## config.mk

```make
export PLATFORM = sky130hd
export DESIGN_NAME = counter_sched
export DESIGN_NICKNAME = d
export VERILOG_FILES = /design/src/rtl/counter_sched.sv
export SDC_FILE = /design/constraint.sdc
export NUM_CORES = 1
export LEC_CHECK = 0
export CORE_ASPECT_RATIO = 1.4
export CORE_MARGIN = 8
export CORE_UTILIZATION = 40
export CTS_CLUSTER_DIAMETER = 60
export DETAILED_ROUTE_END_ITERATION = 12
export PLACE_DENSITY = 0.73
export RECOVER_POWER = 50
export SKIP_CTS_REPAIR_TIMING = 1
export SYNTH_ARGS = -nofsm -noshare
export SYNTH_HDL_FRONTEND = slang
export SYNTH_SLANG_ARGS = --single-unit
```

## constraint.sdc

```tcl
create_clock -name clk -period 1.46 [get_ports clk]
set_input_delay 0.365 -clock clk [delete_from_list [all_inputs] [get_ports clk]]
set_output_delay 0.365 -clock clk [all_outputs]
set_load 0.005 [all_outputs]
```

## src/rtl/counter_sched.sv

```systemverilog
// Round-robin time-slot scheduler sharing one up-counter among NREQ requesters.
// Optional `COUNTER_SCHED_ABORT_EN: granted requester dropping req aborts its interval.
module counter_sched #(
  parameter int unsigned WIDTH = 4,
  parameter int unsigned NREQ  = 2
) (
  input  logic                    clk,
  input  logic                    rst_n,
  input  logic [NREQ-1:0]         req_i,
  input  logic [NREQ*WIDTH-1:0]   len_i,
  output logic [NREQ-1:0]         gnt_o,
  output logic [NREQ-1:0]         done_o,
  output logic                    busy_o,
  output logic                    cnt_rst_o,
  output logic                    cnt_en_o,
  input  logic [WIDTH-1:0]        cnt_count_i
);

  localparam int unsigned PTR_W = (NREQ > 1) ? $clog2(NREQ) : 1;

  typedef enum logic [1:0] {IDLE, CLEAR, RUN, DONE} state_e;

  state_e             state_q, state_d;
  logic [NREQ-1:0]    gnt_q, gnt_d;
  logic [NREQ-1:0]    done_q, done_d;
  logic               busy_q, busy_d;
  logic               cnt_rst_q, cnt_rst_d;
  logic [WIDTH-1:0]   len_q, len_d;
  logic [PTR_W-1:0]   gidx_q, gidx_d;
  logic [PTR_W-1:0]   ptr_q, ptr_d;
  logic [PTR_W-1:0]   ptr_next;

  logic               pick_vld;
  logic [PTR_W-1:0]   pick_idx;
  logic [PTR_W-1:0]   cand;
  logic               abort_c;

  // First requesting index at or after the pointer, wrapping upward
  always_comb begin
    pick_vld = 1'b0;
    pick_idx = '0;
    cand     = '0;
    for (int unsigned k = 0; k < NREQ; k++) begin
      cand = PTR_W'((32'(ptr_q) + k) % NREQ);
      if (!pick_vld && req_i[cand]) begin
        pick_vld = 1'b1;
        pick_idx = cand;
      end
    end
  end

`ifdef COUNTER_SCHED_ABORT_EN
  assign abort_c = ~req_i[gidx_q];
`else
  assign abort_c = 1'b0;
`endif

  assign ptr_next = (gidx_q == PTR_W'(NREQ - 1)) ? '0 : gidx_q + PTR_W'(1);

  always_comb begin
    state_d   = state_q;
    gnt_d     = gnt_q;
    done_d    = '0;
    busy_d    = busy_q;
    cnt_rst_d = 1'b0;
    len_d     = len_q;
    gidx_d    = gidx_q;
    ptr_d     = ptr_q;
    unique case (state_q)
      IDLE: begin
        if (pick_vld) begin
          state_d         = CLEAR;
          gnt_d           = '0;
          gnt_d[pick_idx] = 1'b1;
          len_d           = len_i[32'(pick_idx)*WIDTH +: WIDTH];
          gidx_d          = pick_idx;
          busy_d          = 1'b1;
          cnt_rst_d       = 1'b1;
        end
      end
      CLEAR, RUN: begin
        if (abort_c) begin
          state_d = IDLE;
          gnt_d   = '0;
          busy_d  = 1'b0;
          ptr_d   = ptr_next;
        end else if (state_q == CLEAR) begin
          state_d = RUN;
        end else if (cnt_count_i >= len_q) begin
          state_d = DONE;
        end
      end
      DONE: begin
        state_d = IDLE;
        done_d  = gnt_q;
        gnt_d   = '0;
        busy_d  = 1'b0;
        ptr_d   = ptr_next;
      end
      default: state_d = IDLE;
    endcase
  end

  always_ff @(posedge clk or negedge rst_n) begin
    if (!rst_n) begin
      state_q   <= IDLE;
      gnt_q     <= '0;
      done_q    <= '0;
      busy_q    <= 1'b0;
      cnt_rst_q <= 1'b0;
      len_q     <= '0;
      gidx_q    <= '0;
      ptr_q     <= '0;
    end else begin
      state_q   <= state_d;
      gnt_q     <= gnt_d;
      done_q    <= done_d;
      busy_q    <= busy_d;
      cnt_rst_q <= cnt_rst_d;
      len_q     <= len_d;
      gidx_q    <= gidx_d;
      ptr_q     <= ptr_d;
    end
  end

  // Counter enable stops exactly at len, so the count never wraps
  assign cnt_en_o  = (state_q == RUN) && (cnt_count_i < len_q);
  assign gnt_o     = gnt_q;
  assign done_o    = done_q;
  assign busy_o    = busy_q;
  assign cnt_rst_o = cnt_rst_q;

endmodule

```

# Yosys cells after proc, flatten, opt, wreduce, memory -nomap -nowiden
# Index checks and enable logic that the tools add are counted.
# word_totals
mem_bits_ro,0
ramBits,0
latch_bits,0
output_inout_bits,7
in_bits,16
wordCells,54
mem_count,0
regBits,14
# op_classes
eq_ne,5
n_bitwise,1
mux,22
n_mul,0
n_lt_le_gt_ge,6
n_reduce_logical,9
n_div,0
n_shift,1
n_addsub,2
# op_table
op,count
$mux W1,13
$mux W2,5
$shiftx A8 B4 Y4,1
$lt A1 B2 Y1 const B,3
$pmux W2 S3,1
$reduce_and A2 Y1,3
$eq A2 B2 Y1 const B,2
$ge A4 B4 Y1,1
$lt A4 B4 Y1,1
$pmux W2 S2,1
$logic_and A1 B1 Y1,3
$ne A3 B3 Y1 const B,1
$add A1 B1 Y1 const B,2
$eq A2 B1 Y1 const B,1
$logic_not A2 Y1,1
$ne A2 B2 Y1 const B,1
$pmux W1 S2,1
$reduce_or A2 Y1,1
$demux W1 S1,1
$ge A1 B1 Y1 const B,1
$logic_not A1 Y1,1
$not A1 Y1,1

# Depth between registers and ports, before layout
# logic_depth
ltp_word,12
depth_mapped,7
depth_no_buf,6

# Least setup slack after synthesis
# OpenSTA, ideal clock, no wires.
# synth_timing
kind,flip-flop to flip-flop
startpoint,reg state_q[0]
endpoint,reg state_q[0]
required_time_ns,1.332
path_buffers,0
setup_ns,0.128
stages_incl_launch_ff,7
synth_period_minus_slack_ns,1.516
setup_slack_ns,-0.056
arrival_ns,1.389
cell_sequence,dfrtp_1 > inv_1 > ha_1 > nand2b_1 > a41oi_1 > a31oi_1 > mux2_1
# synth_via
elab_chain_cells,4
elab_cells_between_ends,10
classes_between,eq/ne: 5; mux: 2; reduce/logical: 3
# synth_lines
item,line,source
start: declaration,23,"state_e state_q, state_d;"
start signal: assignment,115,state_q <= state_d;
$eq A2 B1 Y1 / $eq A2 B2 Y1 (equally long branches),"69, 87",
$reduce_or A2 Y1,69,unique case (state_q)
$ne A3 B3 Y1 (no source line),-,
$reduce_and A2 Y1 (no source line),-,
# Several ways; a longest one is shown, not always the timed one.
# A chain may end at the register's enable or synchronous reset.

# Final worst setup path
# layout_timing
startpoint,reg len_q[1]
endpoint,out cnt_en_o
# layout_via
elab_chain_cells,2
# layout_lines
item,line,source
start: declaration,28,"logic [WIDTH-1:0] len_q, len_d;"
start signal: assignment,120,len_q <= len_d;
$lt A4 B4 Y1,127,assign cnt_en_o = (state_q == RUN) && (cnt_count_i < len_q);
$logic_and A1 B1 Y1,127,
end: declaration,15,"output logic cnt_en_o,"
# No other way between the ends.

==> results_dict.tcl <==
set metrics [dict create \
    crit_arrival_ns 1.60 \
    synth_largest_area_cell "dfrtp_1" \
    clk_latency_ns 0.28 \
    cts_buffers 3 \
    seqCellArea_sq_um 350 \
    fin_ws_ns -0.502 \
    die_h_um 67.2 \
    synth_area_sq_um 749 \
    core_area_sq_um 1760 \
    io_buffers 22 \
    areaGrowthSynthToFinish_pct 70.8 \
    antenna_found_initial 0 \
    multiInputGateArea_sq_um 450 \
    critical_path_class "flop to output port" \
    synth_warnings 0 \
    synth_ff_type "dfrtp_1" \
    track_usage_pct 10.3 \
    diodes 0 \
    synth-edff-count 0 \
    maxCapViolations 0 \
    nets 140 \
    ios 23 \
    status "finished with violations" \
    path_clk_slew_ns 0.08 \
    cp_slowest_cell "dfrtp_1" \
    crit_path_end_kind "output port" \
    htree_levels 1 \
    period_share_pct 134 \
    holdCritStartpoint "gidx_q" \
    cts_sinks 14 \
    vias 649 \
    dpl.hpwl_um 1340 \
    stdcell_count 135 \
    place_congestion 0.742 \
    grt_pass1_vias 689 \
    hold_viol 0 \
    drt_iter0_drc 3 \
    synth-async-reset-ratio_pct 100 \
    grt_overflow 0 \
    critPathRequiredTime_ns 1.10 \
    dr.pass1.iters 4 \
    preCtsSetupSlack_ns -1.00 \
    avgSynthCellArea_sq_um 10.6 \
    wirelength_um 1820 \
    p_leak_nw 0.691 \
    ir_drop_mv 1.21 \
    die_area_sq_um 3530 \
    rows 18 \
    drc 0 \
    drv_slew 0 \
    whs_ns 0.467 \
    rr_startpoint "len_q[1]" \
    drive_gt1_share_pct 36.5 \
    setup_tns_ns -0.978 \
    antenna_left 0 \
    critical_path.startpoint "len_q[1]" \
    rsz0062_at_grt "true" \
    synth-seq-cells 14 \
    power_density_nw_per_um2 1960 \
    worst-r2r-cell-count 7 \
    ys_seq_area_share_pct 46.7 \
    max_freq_mhz 510 \
    power.total_w 0.00251 \
    cp_max_fo 2 \
    die_w_um 52.6 \
    synth_most_common_cell "dfrtp_1" \
    finClkSkew_ns 0.00155 \
    synth_common_cells "dfrtp_1 (14), ha_1 (8), inv_1 (8), nand2_1 (8), o21ai_1 (5)" \
    syn_nets 95 \
    whs_path_depth 1 \
    crit_chain "inv_2, ha_4, nor2b_4, o211ai_1, and3_4, buf_6" \
    ctsRootBufferMaster "clkbuf_4" \
    syn_inst 71 \
    synth_top_area_share_pct 46.7 \
    maxSlewHeadroom_pct 51.3 \
    num-fill-cells 137 \
    hp-class "flop to flop" \
    cts_tree "built" \
    period_needed_ns 1.96 \
    setup_viol 3 \
    place_inst 127 \
    synth_area_leaders "dfrtp_1 (47%), ha_1 (13%), mux2i_1 (5.3%), inv_1 (4.0%), nand2_1 (4.0%)" \
    cp_slowest_stage_delay_ns 0.39 \
    synth_cell_types 25 \
    wire_per_inst_um 13.5 \
    cts_max_path_buffers 2 \
    vias_per_cell 4.81 \
    cp-start-kind "flop" \
    start_util_pct 42.7 \
    failed_checks "negative setup slack" \
    grt_pass1_wl_um 2790 \
    grt_max_degree 15 \
    tightest_slew_ns 0.731 \
]
## logic make-up (layout without fill, tap and decap cells)
logic type,Yosys count,in the layout,share of synthesized area [%]
compound gates,17,17,15.7
fa+ha+maj,8,8,13.4
buf+inv,10,54,5.17
flops,14,14,46.7
mux,5,5,6.84
simple gates,17,17,12.2
## worst max-delay path, delay by kind of cell, from the launching register on
family	cells	cell delay [ns]
adders and majority gates	1	0.20
buffers and inverters	2	0.17
DFF	1	0.39
and+or+nand+nor	2	0.34
AOI/OAI and AO/OA	1	0.22
## power breakdown
part,total (W),internal (W),switching (W)
sequential,0.000676,0.000570,0.000106
clock,0.000273,0.000152,0.000122
combinational,0.00156,0.000902,0.000654
total,0.00251,0.00162,0.000882
## layout by cell type, fill, tap and decap left out, drive strengths merged
| cell type | synthesis | layout |
|---|---|---|
| o31ai | 1 | 1 |
| mux2i | 4 | 4 |
| clkdlybuf4s50 | 0 | 12 |
| ha | 8 | 8 |
| o21a | 1 | 1 |
| nor2 | 1 | 1 |
| and3 | 1 | 1 |
| a41oi | 1 | 1 |
| buf | 0 | 19 |
| nor2b | 1 | 1 |
| and2 | 2 | 2 |
| mux2 | 1 | 1 |
| dfrtp | 14 | 14 |
| clkbuf | 1 | 5 |
| nand2b | 2 | 2 |
| inv | 9 | 9 |
| a21oi | 2 | 2 |
| a31oi | 1 | 1 |
| or2 | 1 | 1 |
| dlymetal6s2s | 0 | 8 |
| nand2 | 8 | 8 |
| o21ai | 10 | 10 |
| nor3b | 1 | 1 |
| o211ai | 1 | 1 |
| dlygate4sd3 | 0 | 1 |
## flip-flops by register name, summed over array words and instances, names as in the netlist
name and flops:
cnt_rst_o 1, busy_o 1, gnt_o 2, gidx_q 1, len_q 4, ptr_q 1
state_q 2, done_o 2
## worst paths after layout
check / to / slack, ns
max: cnt_en_o / -0.50
min: ptr_q / 0.47
max reg2reg: state_q[0] / -0.24
min reg2reg: ptr_q / 0.47
max in group asynchronous: gnt_o[1] / 0.35
min in group asynchronous: cnt_rst_o / 0.65
## per-stage QoR
stage,util (%),instance area [sq um]
detailed placement,62.7,1100
floorplan,-,749
finish,72.9,1280
global placement,62.7,1100
global route,72.9,1280
CTS,64.8,1140
## layer usage
metal | GRT usage, % | vias up | share of wire [%]
met3 | 2.42 | 4 | 3.5
met5 | 0 | - | 0
met2 | 17.1 | 15 | 53
li1 | - | 331 | -
met4 | 8.12 | 0 | 2.6
met1 | 10.7 | 299 | 41
## area by class of cell
type / count / share of cell area (%)
well taps: 20 / 1.96
multi-input cells: 47 / 35.2
repair buffers: 41 / 30.0
flip-flops and latches: 14 / 27.4
inverters: 9 / 2.64
clock buffers: 4 / 2.83
Note: power is estimated with default switching activity, not from simulation.
